`src/rtl/sr_latch_bank_if.sv`:
```
// Bundle of the SR bank's control inputs and state outputs.
// The master side drives enable, set/reset requests and flag clearing;
// the slave side (the latch bank) returns channel state and conflict status.
interface sr_latch_bank_if #(
    parameter int WIDTH = 8,
    parameter int CNT_W = 8
);
    logic             en;
    logic [WIDTH-1:0] s;
    logic [WIDTH-1:0] r;
    logic             clr_flags;
    logic [WIDTH-1:0] q;
    logic [WIDTH-1:0] qn;
    logic [WIDTH-1:0] conflict;
    logic [CNT_W-1:0] conflict_cnt;

    modport master (
        output en,
        output s,
        output r,
        output clr_flags,
        input  q,
        input  qn,
        input  conflict,
        input  conflict_cnt
    );

    modport slave (
        input  en,
        input  s,
        input  r,
        input  clr_flags,
        output q,
        output qn,
        output conflict,
        output conflict_cnt
    );
endinterface

```
`src/rtl/sr_latch_bank.sv`:
```
// Clocked bank of independent set/reset channels with elaboration-time
// selectable S=R=1 resolution, sticky per-channel conflict flags and a
// saturating count of cycles in which any channel saw a conflict.
// MODE: 0 reset-dominant, 1 set-dominant, 2 hold, 3 toggle.
module sr_latch_bank #(
    parameter int               WIDTH = 8,
    parameter int               MODE  = 0,
    parameter logic [WIDTH-1:0] INIT  = '0,
    parameter int               CNT_W = 8
) (
    input  logic              clk,
    input  logic              reset,
    sr_latch_bank_if.slave    bus
);

    localparam logic [CNT_W-1:0] CNT_MAX = '1;
    localparam logic [CNT_W-1:0] CNT_ONE = {{(CNT_W-1){1'b0}}, 1'b1};

    logic [WIDTH-1:0] r_q;
    logic [WIDTH-1:0] r_conflict;
    logic [CNT_W-1:0] r_cnt;

    logic [WIDTH-1:0] w_qNext;
    logic [WIDTH-1:0] w_hit;
    logic             w_anyHit;

    assign w_hit    = {WIDTH{bus.en}} & bus.s & bus.r;
    assign w_anyHit = |w_hit;

    // Per-channel next state: hold by default, apply set/reset when enabled,
    // and resolve S=R=1 according to the elaborated MODE.
    always_comb begin
        w_qNext = r_q;
        if (bus.en) begin
            for (int i = 0; i < WIDTH; i++) begin
                case ({bus.s[i], bus.r[i]})
                    2'b10:   w_qNext[i] = 1'b1;
                    2'b01:   w_qNext[i] = 1'b0;
                    2'b11: begin
                        case (MODE)
                            0:       w_qNext[i] = 1'b0;
                            1:       w_qNext[i] = 1'b1;
                            3:       w_qNext[i] = ~r_q[i];
                            default: w_qNext[i] = r_q[i];
                        endcase
                    end
                    default: w_qNext[i] = r_q[i];
                endcase
            end
        end
    end

    // Channel state register; clr_flags deliberately has no effect here.
    always_ff @(posedge clk or posedge reset) begin
        if (reset) begin
            r_q <= INIT;
        end else begin
            r_q <= w_qNext;
        end
    end

    // Sticky conflict flags; a same-cycle hit survives a clear.
    always_ff @(posedge clk or posedge reset) begin
        if (reset) begin
            r_conflict <= '0;
        end else if (bus.clr_flags) begin
            r_conflict <= w_hit;
        end else begin
            r_conflict <= r_conflict | w_hit;
        end
    end

    // Saturating count of conflict cycles, one step per cycle regardless of
    // how many channels collide; a clear with a hit restarts at one.
    always_ff @(posedge clk or posedge reset) begin
        if (reset) begin
            r_cnt <= '0;
        end else if (bus.clr_flags) begin
            r_cnt <= w_anyHit ? CNT_ONE : '0;
        end else if (w_anyHit && (r_cnt != CNT_MAX)) begin
            r_cnt <= r_cnt + CNT_ONE;
        end
    end

    assign bus.q            = r_q;
    assign bus.qn           = ~r_q;
    assign bus.conflict     = r_conflict;
    assign bus.conflict_cnt = r_cnt;

endmodule

```
`src/flat_wrapper.sv`:
```
// flat-port wrapper written by rule: the top's interface ports become plain ports
module sr_latch_bank_flat 
#(
    parameter int               WIDTH = 8,
    parameter int               MODE  = 0,
    parameter logic [WIDTH-1:0] INIT  = '0,
    parameter int               CNT_W = 8
)
  (clk, reset, bus_en, bus_s, bus_r, bus_clr_flags, bus_q, bus_qn, bus_conflict, bus_conflict_cnt);
  sr_latch_bank_if #(.WIDTH(WIDTH), .CNT_W(CNT_W)) bus_i ();
  input  logic clk;
  input  logic reset;
  input wire logic [$bits(bus_i.en)-1:0] bus_en;
  input wire logic [$bits(bus_i.s)-1:0] bus_s;
  input wire logic [$bits(bus_i.r)-1:0] bus_r;
  input wire logic [$bits(bus_i.clr_flags)-1:0] bus_clr_flags;
  output wire logic [$bits(bus_i.q)-1:0] bus_q;
  output wire logic [$bits(bus_i.qn)-1:0] bus_qn;
  output wire logic [$bits(bus_i.conflict)-1:0] bus_conflict;
  output wire logic [$bits(bus_i.conflict_cnt)-1:0] bus_conflict_cnt;
  assign bus_i.en = bus_en;
  assign bus_i.s = bus_s;
  assign bus_i.r = bus_r;
  assign bus_i.clr_flags = bus_clr_flags;
  assign bus_q = bus_i.q;
  assign bus_qn = bus_i.qn;
  assign bus_conflict = bus_i.conflict;
  assign bus_conflict_cnt = bus_i.conflict_cnt;
  sr_latch_bank #(.WIDTH(WIDTH), .MODE(MODE), .INIT(INIT), .CNT_W(CNT_W)) u_core (.clk(clk), .reset(reset), .bus(bus_i));
endmodule
```
`config.mk`:
```
export PLATFORM = sky130hd
export DESIGN_NAME = sr_latch_bank_flat
export DESIGN_NICKNAME = d
export VERILOG_FILES = /design/src/rtl/sr_latch_bank_if.sv /design/src/rtl/sr_latch_bank.sv /design/src/flat_wrapper.sv
export SDC_FILE = /design/constraint.sdc
export NUM_CORES = 1
export LEC_CHECK = 0
export CAP_MARGIN = 20
export CELL_PAD_IN_SITES_DETAIL_PLACEMENT = 1
export CELL_PAD_IN_SITES_GLOBAL_PLACEMENT = 1
export CORE_MARGIN = 2
export CORE_UTILIZATION = 27
export CTS_CLUSTER_DIAMETER = 30
export DETAILED_ROUTE_END_ITERATION = 10
export GPL_TIMING_DRIVEN = 0
export PLACE_DENSITY_LB_ADDON = 0.1
export SETUP_SLACK_MARGIN = 0.3
export SLEW_MARGIN = 30
export SYNTH_ARGS = -nofsm -noshare
export SYNTH_HDL_FRONTEND = slang
export SYNTH_SLANG_ARGS = --single-unit
```
`constraint.sdc`:
```
create_clock -name clk -period 1.6 [get_ports clk]
set_input_delay 0.16 -clock clk [delete_from_list [all_inputs] [get_ports clk]]
set_output_delay 0.16 -clock clk [all_outputs]
set_load 0.01 [all_outputs]
```
Yosys cells after proc, flatten, opt, wreduce, memory -nomap -nowiden
Index checks and enable logic that the tools add are counted.
W data, S select, Z words.
- register bits after elaboration: 24
- word-level logic and storage cells: 79
- output and inout port bits: 32
- eq/ne operators: 25
- add/sub/neg operators: 1
- reduce and logical (&&, ||, !) cells: 27
- bitwise logic cells: 4
- multiplexer cells: 12
- operator list (cell ; count):
    $eq A2 B2 Y1 const B ; 16
    $mux W8 ; 3
    $reduce_bool A2 Y1 ; 9
    $and A8 B8 Y8 ; 2
    $eq A2 B1 Y1 const B ; 8
    $pmux W1 S2 ; 8
    $reduce_and A2 Y1 ; 8
    $reduce_or A2 Y1 ; 8
    $add A8 B1 Y8 const B ; 1
    $ne A8 B8 Y1 const B ; 1
    $not A8 Y8 ; 1
    $or A8 B8 Y8 ; 1
    $reduce_or A8 Y1 ; 1
    $logic_and A1 B1 Y1 ; 1
    $mux W1 ; 1

Depth between registers and ports, before layout
Gate-level depths: netlist of run 1.
- depth in word-level cells: 6
- mapped depth: 5
- gate-level depth less buffers: 5

Worst setup path before layout of run 1
No wires, ideal clock.
- path kind: register to register
- start: register u_core.r_cnt[0], in the netlist u_core.bus.conflict_cnt[0]
- end: register u_core.r_cnt[5], in the netlist u_core.bus.conflict_cnt[5]
- buffers on the path: 0
- setup slack: 0.035 ns
- required time: 1.472 ns
- setup time: 0.128 ns
- data arrival time: 1.438 ns
- cell stages (with the launch flop): 6
- cell sequence: dfrtp_1 ha_1 nand2_1 nor3_2 nor4_1 mux2_1
- longest elaborated chain between the ends: 3
- elaborated cells between the ends (all ways): 6
- classes of those cells: add/sub: 1; eq/ne: 1; mux: 2; reduce/logical: 2
- ends and longest elaborated chain (element ; line ; source):
    from (decl) ; sr_latch_bank.sv:21 ; logic [CNT_W-1:0] r_cnt;
    from (signal assigned) ; sr_latch_bank.sv:79 ; r_cnt <= w_anyHit ? CNT_ONE : '0;
    from (signal assigned) ; sr_latch_bank.sv:81 ; r_cnt <= r_cnt + CNT_ONE;
    $add A8 B1 Y8 / $ne A8 B8 Y1 (equally long branches) ; sr_latch_bank.sv:81, sr_latch_bank.sv:80 ;
    $mux W8 / $logic_and A1 B1 Y1 (equally long branches) ; sr_latch_bank.sv:80 ; end else if (w_anyHit && (r_cnt != CNT_MAX)) begin
    $mux W8 / $reduce_bool A2 Y1 (equally long branches) ; - ;
Parallel ways exist; a longest one is shown, timed or not. The select of a mux whose other input is x is not followed.
A chain may end at the register's enable or synchronous reset.

Final worst setup path of run 1
- start: register u_core.r_cnt[1], in the netlist u_core.bus.conflict_cnt[1]
- end: register u_core.r_cnt[3], in the netlist u_core.bus.conflict_cnt[3]
The elaborated chain is that of the path after synthesis.

==> results by group, run 1 <==
Yosys
  – Synth warn: 0
  – Syn Inst Count: ~120
  – Post-Syn Area: about 0.0012 mm2
  – Distinct cells, synth: 25
  – Largest area contributor in the netlist: dfrtp_1
  – Syn_area_per_cell: 9.50 um2
  – Top cells by area, synth: dfrtp_1 (52%), a21oi_1 (8.2%), inv_1 (6.5%)
  – Synth Register Bits: 24
  – Syn nets: 143
  – Sequential fraction of the synthesis area: 51.8%
  – Synth top area share: 51.8%

Setup path
  – CP Class: reg2reg
  – CP max-delay cell: dfrtp_1
  – CP startpoint: u_core.bus.conflict_cnt[1]
  – Reg2reg start: u_core.bus.conflict_cnt[1]
  – Crit. path cell count: 6
  – CP Max Fanout: 6
  – R2R Path End: u_core.bus.conflict_cnt[3]
  – Startpoint Class: flip-flop
  – Critical Path Max Stage Delay: 0.43 ns
  – Req. time, crit path: around 1.8 ns
  – Crit path max-delay family: simple AND/OR/NAND/NOR gates
  – Worst reg2reg path depth: 6
  – Crit-path cells: ha_4, nand2_4, nor3_4, buf_4, or4_4, a21oi_2
  – Buf/Inv on CP: 1
  – CP arrival: 1.70 ns
  – Setup slack, reg-to-reg: 0.09 ns
  – Worst Setup End Kind: flip-flop

Placed design
  – DP Area: 0.00173 mm2
  – # port buffers: 50
  – Pre-CTS WS: -0.532 ns
  – Post-DP HPWL: 2560 um
  – Gpl congestion: between 0.7 and 0.8

Clocking
  – Number of CTS-inserted buffers: 3
  – Worst-Skew Late Latency: 0.26 ns
  – Clock Pin Slew Worst Setup and Hold Paths: 0.09 ns
  – Hold-fix buffers, CTS: 0
  – TritonCTS clock tree: built
  – CTS max path bufs: 2
  – CTS Sinks: 24
  – H-tree depth: 1
  – Root buf cell: clkbuf_8

Drt
  – Routed len/inst: ~16 um
  – Post-route ant nets: 0
  – Via-to-Cell Ratio: 4.89
  – Post-Route WL: ~3700 um
  – DR vias: 1160
  – Pre-antenna DRT Iters: 4
  – Starting DRT DRC Count: 68
  – # DRC: 0

Run status
  – Status: finished, final reports clean

Finish
  – P&R area growth vs syn: 60.5%
  – Commonest non-fill, non-tap cell in the layout: dlygate4sd2_1
  – Proportion of layout cells with a drive suffix above 1: 25.1%
  – Most frequent cells in the layout: dlygate4sd2_1 (31), dfrtp_1 (21), inv_1 (19), a21oi_1 (18)
  – Ant. Diodes: 0
  – Design area: 0.00186 mm2
  – Layout Nets: 210

Power and ir drop
  – Static leakage: roughly 0.00095 uW
  – Max VDD drop: 516 uV
  – Power Total: 1390 uW
  – Cell Pwr Density: 748 mW/mm2

Timing
  – Slew margin rel.: 64.4%
  – Number of hold violations in the final report: 0
  – Hold WS: 0.0806 ns
  – Min setup slack post-route: 0.0897 ns
  – Final Setup Violations: 0
  – RSZ-0062 raised after global routing: true
  – Fin crit share: 94.4%
  – F_max: 0.662 GHz
  – Final min period: 1.51 ns
  – Worst Max-Slew Pin Slew: 0.535 ns
  – Final Slew Violations: 0
  – Skew final: approximately 0.0057 ns

Hold path
  – Hold Crit Class: in2reg
  – Hold EP: u_core.bus.q[5]
  – Hold wc startpoint: bus_r[5]
  – Hold path cells: 2

Floorplanning
  – Die area: a little under 0.005 mm2
  – Core area: slightly above 0.004 mm2
  – Chip height: 69.5 um
  – Chip Width: approximately 70 um
  – Std-Cell Rows: 23
  – Initial Utilization: 28.6%
  – I/O pin count: 52

GRT
  – Vias in the first global route: 1290
  – First-pass GRT wire length: 6380 um
  – GR Overflow Total: 0
  – Largest net degree at the start of global routing: 25
  – Antenna violations before repair: 0
  – Global Route Usage Sum: 16.5%

Job
  – Max_cap viols: 0
## worst register-to-register path, cell delays in order, from the launching register on
cell     delay (ns)
dfrtp_1        0.43
ha_4           0.19
nand2_4        0.07
nor3_4         0.06
buf_4          0.15
or4_4          0.42
a21oi_2        0.13
## cell usage after synthesis, drive strengths merged
| master | count |
|---|---|
| dfrtp | 24 |
| inv | 20 |
| a21oi | 19 |
| nand3 | 11 |
| o21ai | 8 |
| nor2 | 5 |
| a22o | 4 |
| mux2 | 4 |
| clkbuf | 3 |
| nor2b | 3 |
| nor3 | 3 |
| buf | 2 |
| nand2 | 2 |
| nand2b | 2 |
| nor4 | 2 |
| o31ai | 2 |
| ha | 1 |
| mux2i | 1 |
| nand4 | 1 |
| o21ba | 1 |
| o32ai | 1 |
| o41ai | 1 |
| or3 | 1 |
| or4 | 1 |
## power breakdown
group / internal, uW / switching (uW)
Sequential: 653 / 36.7
Clock: 168 / 189
Combinational: 166 / 178
## routing by layer
layer	wire length, um	track usage (%)
met2	1860	28.4
met1	1670	21.3
met4	24	3.27
met3	175	3.78
met5	0	0
## state kept, by name, summed over array words and instances (netlist names)
register,cells
u_core.bus.conflict,8
u_core.bus.conflict_cnt,8
u_core.bus.q,8
## timing repair
action | 4_1_cts | 5_1_grt
setup buffers | 9 | 3
pin swaps | 11 | 10
gates cloned | 0 | 0
gates resized for setup | 88 | 17
endpoints found under the setup margin | 40 | 9
## logic make-up after synthesis
kind of cell / after synthesis / synth area share [%]
compound gates: 36 / 20.0
simple gates: 31 / 14.3
buf+inv: 25 / 8.10
flops: 24 / 51.8
mux: 5 / 4.75
fa+ha+maj: 1 / 1.08
## through the flow
step	util [%]	std cells	TNS (ns)
2_1_floorplan	-	122	0
3_3_place_gp	42.7	222	-3.35
3_5_place_dp	42.7	222	-3.53
5_1_grt	45.8	237	0
4_1_cts	45.5	234	0
6_report	45.8	237	0
## worst max-delay path by stage
stage                                      end  slack (ns)
floorplan           u_core.bus.conflict_cnt[5]        0.08
global placement    u_core.bus.conflict_cnt[5]       -0.51
detailed placement  u_core.bus.conflict_cnt[5]       -0.53
CTS                 u_core.bus.conflict_cnt[5]        0.11
global route        u_core.bus.conflict_cnt[3]        0.04
finish              u_core.bus.conflict_cnt[3]        0.09
## final cells by class
| class | instances | area, um2 |
|---|---|---|
| multi-input combinational | 73 | 524 |
| buffer | 5 | 20.0 |
| inverter | 20 | 75.1 |
| fill | 478 | 2200 |
| clock buffer | 3 | 41.3 |
| tap | 50 | 62.6 |
| sequential | 24 | 604 |
| timing repair buffer | 62 | 532 |
Note: power is estimated with default switching activity, not from simulation.
==> run 2: changes to the inputs <==
--- a/config.mk
+++ b/config.mk
@@ -15,7 +15,7 @@
 export GPL_TIMING_DRIVEN = 0
 export PLACE_DENSITY_LB_ADDON = 0.1
 export SETUP_SLACK_MARGIN = 0.3
-export SLEW_MARGIN = 30
+export SLEW_MARGIN = 20
 export SYNTH_ARGS = -nofsm -noshare
 export SYNTH_HDL_FRONTEND = slang
 export SYNTH_SLANG_ARGS = --single-unit
==> results by group, run 2 (same netlist as run 1, synthesis figures left out) <==
Run status
  – Status: finished, final reports clean

Timing
  – Hold WS: 0.0827 ns (+0.00210 ns)
  – Fin crit share: 94.4% (about the same)
  – Skew final: 0.00424 ns (-0.00144 ns)
  – RSZ-0062 raised after global routing: true
  – Slew margin rel.: 64.2% (-0.12 points)
  – Final Slew Violations: 0 (unchanged)
  – F_max: 0.662 GHz (about the same)
  – Final Setup Violations: 0 (unchanged)
  – Worst Max-Slew Pin Slew: 0.537 ns (+0.00186 ns)
  – Number of hold violations in the final report: 0 (unchanged)
  – Final min period: 1.51 ns (+0.000249 ns)

Drt
  – Post-route ant nets: 0 (unchanged)
  – # DRC: 0 (unchanged)
  – Pre-antenna DRT Iters: 4 (unchanged)
  – Routed len/inst: 15.7 um (-0.10%)
  – Starting DRT DRC Count: 59 (-13%)
  – DR vias: 1163 (+0.26%)
  – Via-to-Cell Ratio: 4.89 (-0.16%)
  – Post-Route WL: 3750 um (+0.32%)

Clocking
  – Number of CTS-inserted buffers: 3 (unchanged)
  – CTS Sinks: 24 (unchanged)
  – TritonCTS clock tree: built
  – H-tree depth: 1 (unchanged)
  – Worst-Skew Late Latency: 0.26 ns (about the same)
  – CTS max path bufs: 2 (unchanged)
  – Clock Pin Slew Worst Setup and Hold Paths: 0.08 ns (about the same)
  – Root buf cell: clkbuf_8

Floorplanning
  – Std-Cell Rows: 23 (unchanged)
  – Chip Width: 69.5 um (unchanged)
  – Chip height: 69.5 um (unchanged)
  – I/O pin count: 52 (unchanged)
  – Core area: 0.00406 mm2 (unchanged)
  – Die area: 0.00483 mm2 (unchanged)
  – Initial Utilization: 28.6% (unchanged)

Finish
  – Layout Nets: 211 (+0.48%)
  – Proportion of layout cells with a drive suffix above 1: 25.0% (-0.13 points)
  – Ant. Diodes: 0 (unchanged)
  – P&R area growth vs syn: 62.9%
  – Commonest non-fill, non-tap cell in the layout: dlygate4sd2_1
  – Design area: 0.00189 mm2 (+1.5%)
  – Final Core Density: 46.5% (+0.68 points)
  – Most frequent cells in the layout: dlygate4sd2_1 (31), dfrtp_1 (21), inv_1 (20), a21oi_1 (18)
  – Final std cells w/o fill: 238 (+0.42%)

Job
  – Max_cap viols: 0 (unchanged)

Setup path
  – Setup slack, reg-to-reg: 0.09 ns (about the same)
  – Reg2reg start: u_core.bus.conflict_cnt[1]
  – CP arrival: 1.70 ns (about the same)
  – R2R Path End: u_core.bus.conflict_cnt[3]
  – CP Class: reg2reg
  – Req. time, crit path: 1.79 ns (about the same)
  – Startpoint Class: flip-flop
  – Worst Setup End Kind: flip-flop
  – CP Max Fanout: 6 (unchanged)
  – CP startpoint: u_core.bus.conflict_cnt[1]
  – Worst reg2reg path depth: 6 (unchanged)

Placed design
  – # port buffers: 50 (unchanged)
  – DP Cell Count: 222 (unchanged)
  – DP Area: 0.00173 mm2 (unchanged)
  – Post-DP HPWL: 2560 um (unchanged)
  – Gpl congestion: 0.754 (unchanged)

Hold path
  – Hold Crit Class: in2reg
  – Hold EP: u_core.bus.q[5]
  – Hold path cells: 2 (unchanged)
  – Hold wc startpoint: bus_r[5]

Power and ir drop
  – Max VDD drop: 515 uV (-0.23%)
  – Static leakage: 0.000963 uW (+1.4%)
  – Power Total: 1400 uW (+0.43%)
  – Cell Pwr Density: 740 mW/mm2 (-1.0%)

GRT
  – Antenna violations before repair: 0 (unchanged)
  – First-pass GRT wire length: 6380 um (unchanged)
  – Largest net degree at the start of global routing: 25 (unchanged)
  – GR Overflow Total: 0 (unchanged)
  – Global Route Usage Sum: 16.5% (unchanged)
  – Vias in the first global route: 1290 (unchanged)
[run 2: power breakdown]
part | switching, uW | internal (uW) | leakage (uW)
sequential | 36.9 | 653 | 0.000305
combinational | 180 | 172 | 0.000637
clock | 187 | 168 | 0.0000216
total | 403 | 993 | 0.000963
[run 2: critical path, stage by stage (launching register included)]
cell and delay (ns):
dfrtp_1 0.43, ha_4 0.19, nand2_4 0.07, nor3_4 0.06, buf_4 0.15, or4_4 0.42
a21oi_2 0.13
[run 2: timing repair]
item	in CTS	in global routing
hold buffers	0	0
resized for setup	88	17
setup buffers	9	3
endpoints found under the setup margin	40	9
pin swaps	11	10
[run 2: metal layers]
layer / vias up / GRT usage, % / part of all wire (%)
met5: - / 0 / 0
met4: 0 / 3.27 / 0.64
met3: 2 / 3.78 / 4.7
met2: 37 / 28.4 / 50
met1: 572 / 21.3 / 45
li1: 552 / - / -
[run 2: worst max-delay path by stage]
| stage | end | cells after the start |
|---|---|---|
| after floorplan | u_core.bus.conflict_cnt[5] | 5 |
| after global placement | u_core.bus.conflict_cnt[5] | 5 |
| after detailed placement | u_core.bus.conflict_cnt[5] | 5 |
| after CTS | u_core.bus.conflict_cnt[5] | 5 |
| after global routing | u_core.bus.conflict_cnt[3] | 6 |
| final | u_core.bus.conflict_cnt[3] | 6 |
[run 2: layout make-up]
cell class,count,area (um2)
buffer,5,20.0
inverter,20,75.1
tap,50,62.6
fill,475,2170
clock buffer,3,41.3
sequential,24,604
multi-input combinational,73,524
timing repair buffer,63,559
[run 2: metrics by stage]
step | setup WS, ns | TNS [ns]
finish | 0.0895 | 0
global route | 0.0442 | 0
CTS | 0.107 | 0
detailed placement | -0.532 | -3.53
global placement | -0.509 | -3.35
floorplan | 0.0762 | 0
==> RTL edit 1 (flow settings as in run 2) <==
Make the reset (`reset`) synchronous in 3 clocked blocks.
--- a/src/rtl/sr_latch_bank.sv
+++ b/src/rtl/sr_latch_bank.sv
@@ -51,7 +51,7 @@
     end
 
     // Channel state register; clr_flags deliberately has no effect here.
-    always_ff @(posedge clk or posedge reset) begin
+    always_ff @(posedge clk) begin
         if (reset) begin
             r_q <= INIT;
         end else begin
@@ -60,7 +60,7 @@
     end
 
     // Sticky conflict flags; a same-cycle hit survives a clear.
-    always_ff @(posedge clk or posedge reset) begin
+    always_ff @(posedge clk) begin
         if (reset) begin
             r_conflict <= '0;
         end else if (bus.clr_flags) begin
@@ -72,7 +72,7 @@
 
     // Saturating count of conflict cycles, one step per cycle regardless of
     // how many channels collide; a clear with a hit restarts at one.
-    always_ff @(posedge clk or posedge reset) begin
+    always_ff @(posedge clk) begin
         if (reset) begin
             r_cnt <= '0;
         end else if (bus.clr_flags) begin
Formal check against the unedited RTL: differs if reset is asserted again (counterexample within 4 cycles, from zero or initial values and one cycle with reset high); with reset held inactive, the same outputs for 10 cycles.
==> RTL edit 1 against run 2 <==
  * Synthesized area decreased by 5.3%
  * Critical path depth decreased by 3
  * Sequential cell count unchanged
  * Sequential power decreased by 9.0%
  * Total power decreased by 14%
  * Setup slack improved by 0.19 ns
  * Design area decreased by 6.7%
  * Wire length increased by 3.2%
  * Critical endpoint is now bus_conflict_cnt[3]
  * Highest routed layer unchanged
==> RTL edit 1: results (changes against run 2) <==
metric,value,unit,change
status,finished clean,,unchanged
synth-compound-area-share,0.325,,was 0.200
finClkSkew,0.00110,ns,was 0.00424 ns
grt_use_total,0.173,,was 0.165
cp.arrival,1.16,ns,was 1.70 ns
slew_headroom,0.783,,was 0.642
holdCritStartpoint,bus_r[1],,was bus_r[5]
cp-startpoint,u_core.bus.conflict_cnt[3],,was u_core.bus.conflict_cnt[1]
yosys.area_share.adder,0.0114,,was 0.0108
cp_slowest_cell,dfxtp_4,,was dfrtp_1
hold_path.class,in -> reg,,unchanged
via_count,1218,,was 1163
drive_gt1_frac,0.323,,was 0.250
reg2reg_depth,5,,was 6
drt_iter0_markers,18,,was 59
routed_via_density,5.10,,was 4.89
placed_area,1670,sq um,was 1730 sq um
synthTopCellsByArea,"dfxtp_1, a21oi_1, a32oi_1, a211oi_1, nor2_1",,"was dfrtp_1, a21oi_1, inv_1, nand3_1, mux2_1"
ys_seq_area_frac,0.438,,was 0.518
synthArstFlopShare,0,,was 1.00
vdd_ir_drop_max,0.515,mV,about the same
total_leakage_power,0.790,nW,was 0.963 nW
grt_first_pass_wirelength,5950,microns,was 6380 microns
ys.warnings.count,0,,unchanged
antenna_found_initial,0,,unchanged
cts_buffers,3,,unchanged
synthMuxAreaShare,0,,was 0.0475
r2r_setup_slack,0.33,ns,was 0.09 ns
r2r_end,u_core.bus.conflict_cnt[6],,was u_core.bus.conflict_cnt[3]
crit_path_end,bus_conflict_cnt[3],,was u_core.bus.conflict_cnt[3]
wirelength,3870,microns,was 3750 microns
grt_max_degree,13,,was 25
critical_path.max_stage_delay,0.37,ns,was 0.43 ns
clk-insertion-delay-late,0.26,ns,about the same
yosys-top-cells-count,"dfxtp_1, a21oi_1, nor2_1",,"was dfrtp_1, inv_1, a21oi_1"
syn_nets,145,,was 143
dp_cells,225,,was 222
nNetsFinal,212,,was 211
synth_top_family_by_area,compound AO/OA/AOI/OAI gates,,unchanged
numPortBuffers,51,,was 50
p_int,0.883,mW,was 0.993 mW
synth.avg_cell_area,8.85,sq um,was 9.50 sq um
hpwl,2830,microns,was 2560 microns
gp_congestion,0.869,,was 0.754
synth_cell_type_count,26,,was 25
## RTL edit 1: cell count changes in the layout (fill, tap and decap cells not counted), moves of 10 or more
cell      before  now
dfrtp_1       21    0
inv_1         20   10
dfxtp_1        0   16
clkbuf_2       2   17
nand3_1       10    0
## RTL edit 1: worst min path at each step
| stage | to | slack, ns | depth (start not counted) |
|---|---|---|---|
| after global placement | u_core.bus.conflict[2] | 0.47 | 2 |
| after detailed placement | u_core.bus.conflict[3] | 0.48 | 2 |
| after CTS | u_core.bus.conflict[0] | 0.20 | 3 |
| final | u_core.bus.q[1] | 0.12 | 2 |
| after global routing | u_core.bus.q[1] | 0.12 | 2 |
| after floorplan | u_core.bus.q[0] | 0.26 | 1 |
## RTL edit 1: critical path, delay by kind of cell (launching register included)
kind / cells / cell delay (ns)
buffers and inverters: 3 / 0.53
DFF: 1 / 0.37
## RTL edit 1: cells by family (layout without fill, tap and decap cells)
family / Yosys count / after routing
buffers and inverters: 16 / 81
AOI/OAI and AO/OA: 46 / 46
DFF: 24 / 24
adders and majority gates: 1 / 1
and+or+nand+nor: 37 / 37
## RTL edit 1: what timing repair did
action	in CTS	in global routing
setup buffers	1	10
pin swaps	14	13
setup endpoints to repair	56	8
gates resized for setup	91	22
## RTL edit 1: power by group through the flow
| stage | sequential (mW) | combinational, mW | clock (mW) |
|---|---|---|---|
| CTS | 0.630 | 0.230 | 0.372 |
| finish | 0.627 | 0.225 | 0.346 |
| floorplan | 0.656 | 0.0890 | 0 |
| global placement | 0.647 | 0.244 | 0 |
| detailed placement | 0.649 | 0.250 | 0 |
| global route | 0.631 | 0.246 | 0.385 |
## RTL edit 1: metrics by stage
stage	worst slack, ns	total power [mW]	hold WS, ns
floorplan	0.301	0.745	0.260
global placement	-0.356	0.892	0.468
detailed placement	-0.442	0.900	0.482
CTS	0.299	1.23	0.203
global route	0.241	1.26	0.118
finish	0.278	1.20	0.120
## RTL edit 1: cell type report
| class | instances | area [sq um] |
|---|---|---|
| Tap cell | 50 | 62.6 |
| Clock buffer | 3 | 41.3 |
| Sequential cell | 24 | 500 |
| Inverter | 10 | 37.5 |
| Timing Repair Buffer | 62 | 480 |
| Multi-Input combinational cell | 84 | 606 |
| Buffer | 6 | 32.5 |
| Fill cell | 477 | 2180 |
## RTL edit 1: metal layers
metal  global-route usage  share of wire
met1                0.216           0.42
met2                0.305           0.51
met3               0.0400          0.061
met4               0.0306         0.0049
met5                    0              0
==> RTL edit 2 (flow settings as in run 2) <==
Without the edit above. `CNT_W` is set to 8 in 3 places; all go to 10.
--- a/src/rtl/sr_latch_bank_if.sv
+++ b/src/rtl/sr_latch_bank_if.sv
@@ -3,7 +3,7 @@
 // the slave side (the latch bank) returns channel state and conflict status.
 interface sr_latch_bank_if #(
     parameter int WIDTH = 8,
-    parameter int CNT_W = 8
+    parameter int CNT_W = 10
 );
     logic             en;
     logic [WIDTH-1:0] s;
--- a/src/rtl/sr_latch_bank.sv
+++ b/src/rtl/sr_latch_bank.sv
@@ -6,7 +6,7 @@
     parameter int               WIDTH = 8,
     parameter int               MODE  = 0,
     parameter logic [WIDTH-1:0] INIT  = '0,
-    parameter int               CNT_W = 8
+    parameter int               CNT_W = 10
 ) (
     input  logic              clk,
     input  logic              reset,
--- a/src/flat_wrapper.sv
+++ b/src/flat_wrapper.sv
@@ -4,7 +4,7 @@
     parameter int               WIDTH = 8,
     parameter int               MODE  = 0,
     parameter logic [WIDTH-1:0] INIT  = '0,
-    parameter int               CNT_W = 8
+    parameter int               CNT_W = 10
 )
   (clk, reset, bus_en, bus_s, bus_r, bus_clr_flags, bus_q, bus_qn, bus_conflict, bus_conflict_cnt);
   sr_latch_bank_if #(.WIDTH(WIDTH), .CNT_W(CNT_W)) bus_i ();
Ports: changed (resized bus_conflict_cnt); port bits go from 52 to 54. The function was not compared with the original's and may differ.
==> RTL edit 2 against run 2 <==
  * The flow now finishes with violations (negative setup slack)
  * Cell count up 4.6%
  * Design area up 11%
  * Synthesized area is 8.1% higher
  * Via count grew 9.7%
  * Sequential cell count grew 2
  * Total power is 6.7% higher
  * Sequential share of layout area down 0.67 points
  * Setup slack worse by 0.13 ns
  * Combinational power up 5%
  * Wire length increased by 9.6%
  * First-iteration DRC count down 8.5%
  * Count of clock-buffer cells in the layout grew 1
  * Die area is 7.6% higher
  * Clock skew down 0.00051 ns
==> RTL edit 2: results (changes against run 2) <==
metric,value,unit,change
grt_max_degree,27,,was 25
cp.arrival,1.84,ns,was 1.70 ns
antenna_found_initial,0,,unchanged
tns,-0.0868,ns,was 0 ns
wirelength,4110,microns,was 3750 microns
ys_seq_area_frac,0.519,,was 0.518
hold_depth,2,,unchanged
worst_pin_slew,0.582,ns,was 0.537 ns
total_leakage_power,0.989,nW,was 0.963 nW
drive_gt1_frac,0.279,,was 0.250
setup_violations,4,,was 0
critical_path.max_stage_delay,0.47,ns,was 0.43 ns
numPortBuffers,52,,was 50
grt_use_total,0.172,,was 0.165
grt_pass1_vias,1430,,was 1290
syn_inst,119,,was 122
routed_via_density,5.12,,was 4.89
status,"complete, but fails checks",,was finished clean
drt_iter0_markers,54,,was 59
instances_no_fill,249,,was 238
placed_area,1880,sq um,was 1730 sq um
cts_resized,71,,was 88
finalWorstSetupSlack,-0.0385,ns,was 0.0895 ns
pre_cts_ws,-0.589,ns,was -0.532 ns
grt_first_pass_wirelength,6950,microns,was 6380 microns
synthTopCellsByArea,"dfrtp_1, a21oi_1, a32o_1, inv_1, o31ai_1",,"was dfrtp_1, a21oi_1, inv_1, nand3_1, mux2_1"
cts_setup_buffers,19,,was 9
violations,negative setup slack,,
slew_viol_final,0,,unchanged
synth_cell_type_count,28,,was 25
gp_congestion,0.698,,was 0.754
yosys-top-cells-count,"dfrtp_1, a21oi_1, inv_1",,"was dfrtp_1, inv_1, a21oi_1"
vdd_ir_drop_max,0.285,mV,was 0.515 mV
nNetsFinal,219,,was 211
fillers,511,,was 475
worst-path-max-fanout,4,,was 6
finClkSkew,0.00373,ns,was 0.00424 ns
syn_nets,140,,was 143
hpwl,2870,microns,was 2560 microns
cp_slowest_cell,or4_4,,was dfrtp_1
## RTL edit 2: cell type report
class	instances	area (sq um)	area share
sequential	26	656	0.314
tap	52	65.1	0.0311
buffer	6	35.0	0.0168
timing repair buffer	74	641	0.306
clock buffer	4	45.0	0.0215
inverter	12	45.0	0.0215
multi-input combinational	75	604	0.289
## RTL edit 2: worst paths after layout
path / endpoint / from / slack, ns
min in group asynchronous: u_core.bus.conflict_cnt[9] / reset / 0.26
max in group asynchronous: u_core.bus.conflict_cnt[5] / reset / 0.92
hold / removal: u_core.bus.q[6] / bus_r[6] / 0.21
hold reg to reg: u_core.bus.conflict[6] / u_core.bus.conflict[6] / 0.50
setup / recovery: u_core.bus.conflict_cnt[4] / u_core.bus.conflict_cnt[1] / -0.04
setup reg to reg: u_core.bus.conflict_cnt[4] / u_core.bus.conflict_cnt[1] / -0.04
## RTL edit 2: cells by family (layout without fill, tap and decap cells)
group                    Yosys count  after routing  share of synthesized area
AO/OA/AOI/OAI                     44             44                      0.258
buffers and inverters             18             96                     0.0609
multiplexers                       3              3                     0.0260
flip-flops                        26             26                      0.519
AND/OR/NAND/NOR                   27             27                      0.126
adder cells (fa/ha/maj)            1              1                    0.00999
## RTL edit 2: metal layers
layer,GRT usage,part of all wire
met4,0.0566,0.022
met2,0.301,0.52
met3,0.0361,0.056
met1,0.211,0.41
met5,0,0
## RTL edit 2: report_power, final
| part | internal [mW] | switching, mW |
|---|---|---|
| combinational | 0.187 | 0.183 |
| clock | 0.178 | 0.203 |
| sequential | 0.704 | 0.0345 |
| total | 1.07 | 0.420 |
## RTL edit 2: worst max-delay path: cells and delay by family (launching register included)
family          cells  cell delay, ns
compound gates      1            0.12
buf+inv             1            0.13
simple gates        3            0.72
flops               1            0.44
fa+ha+maj           1            0.16
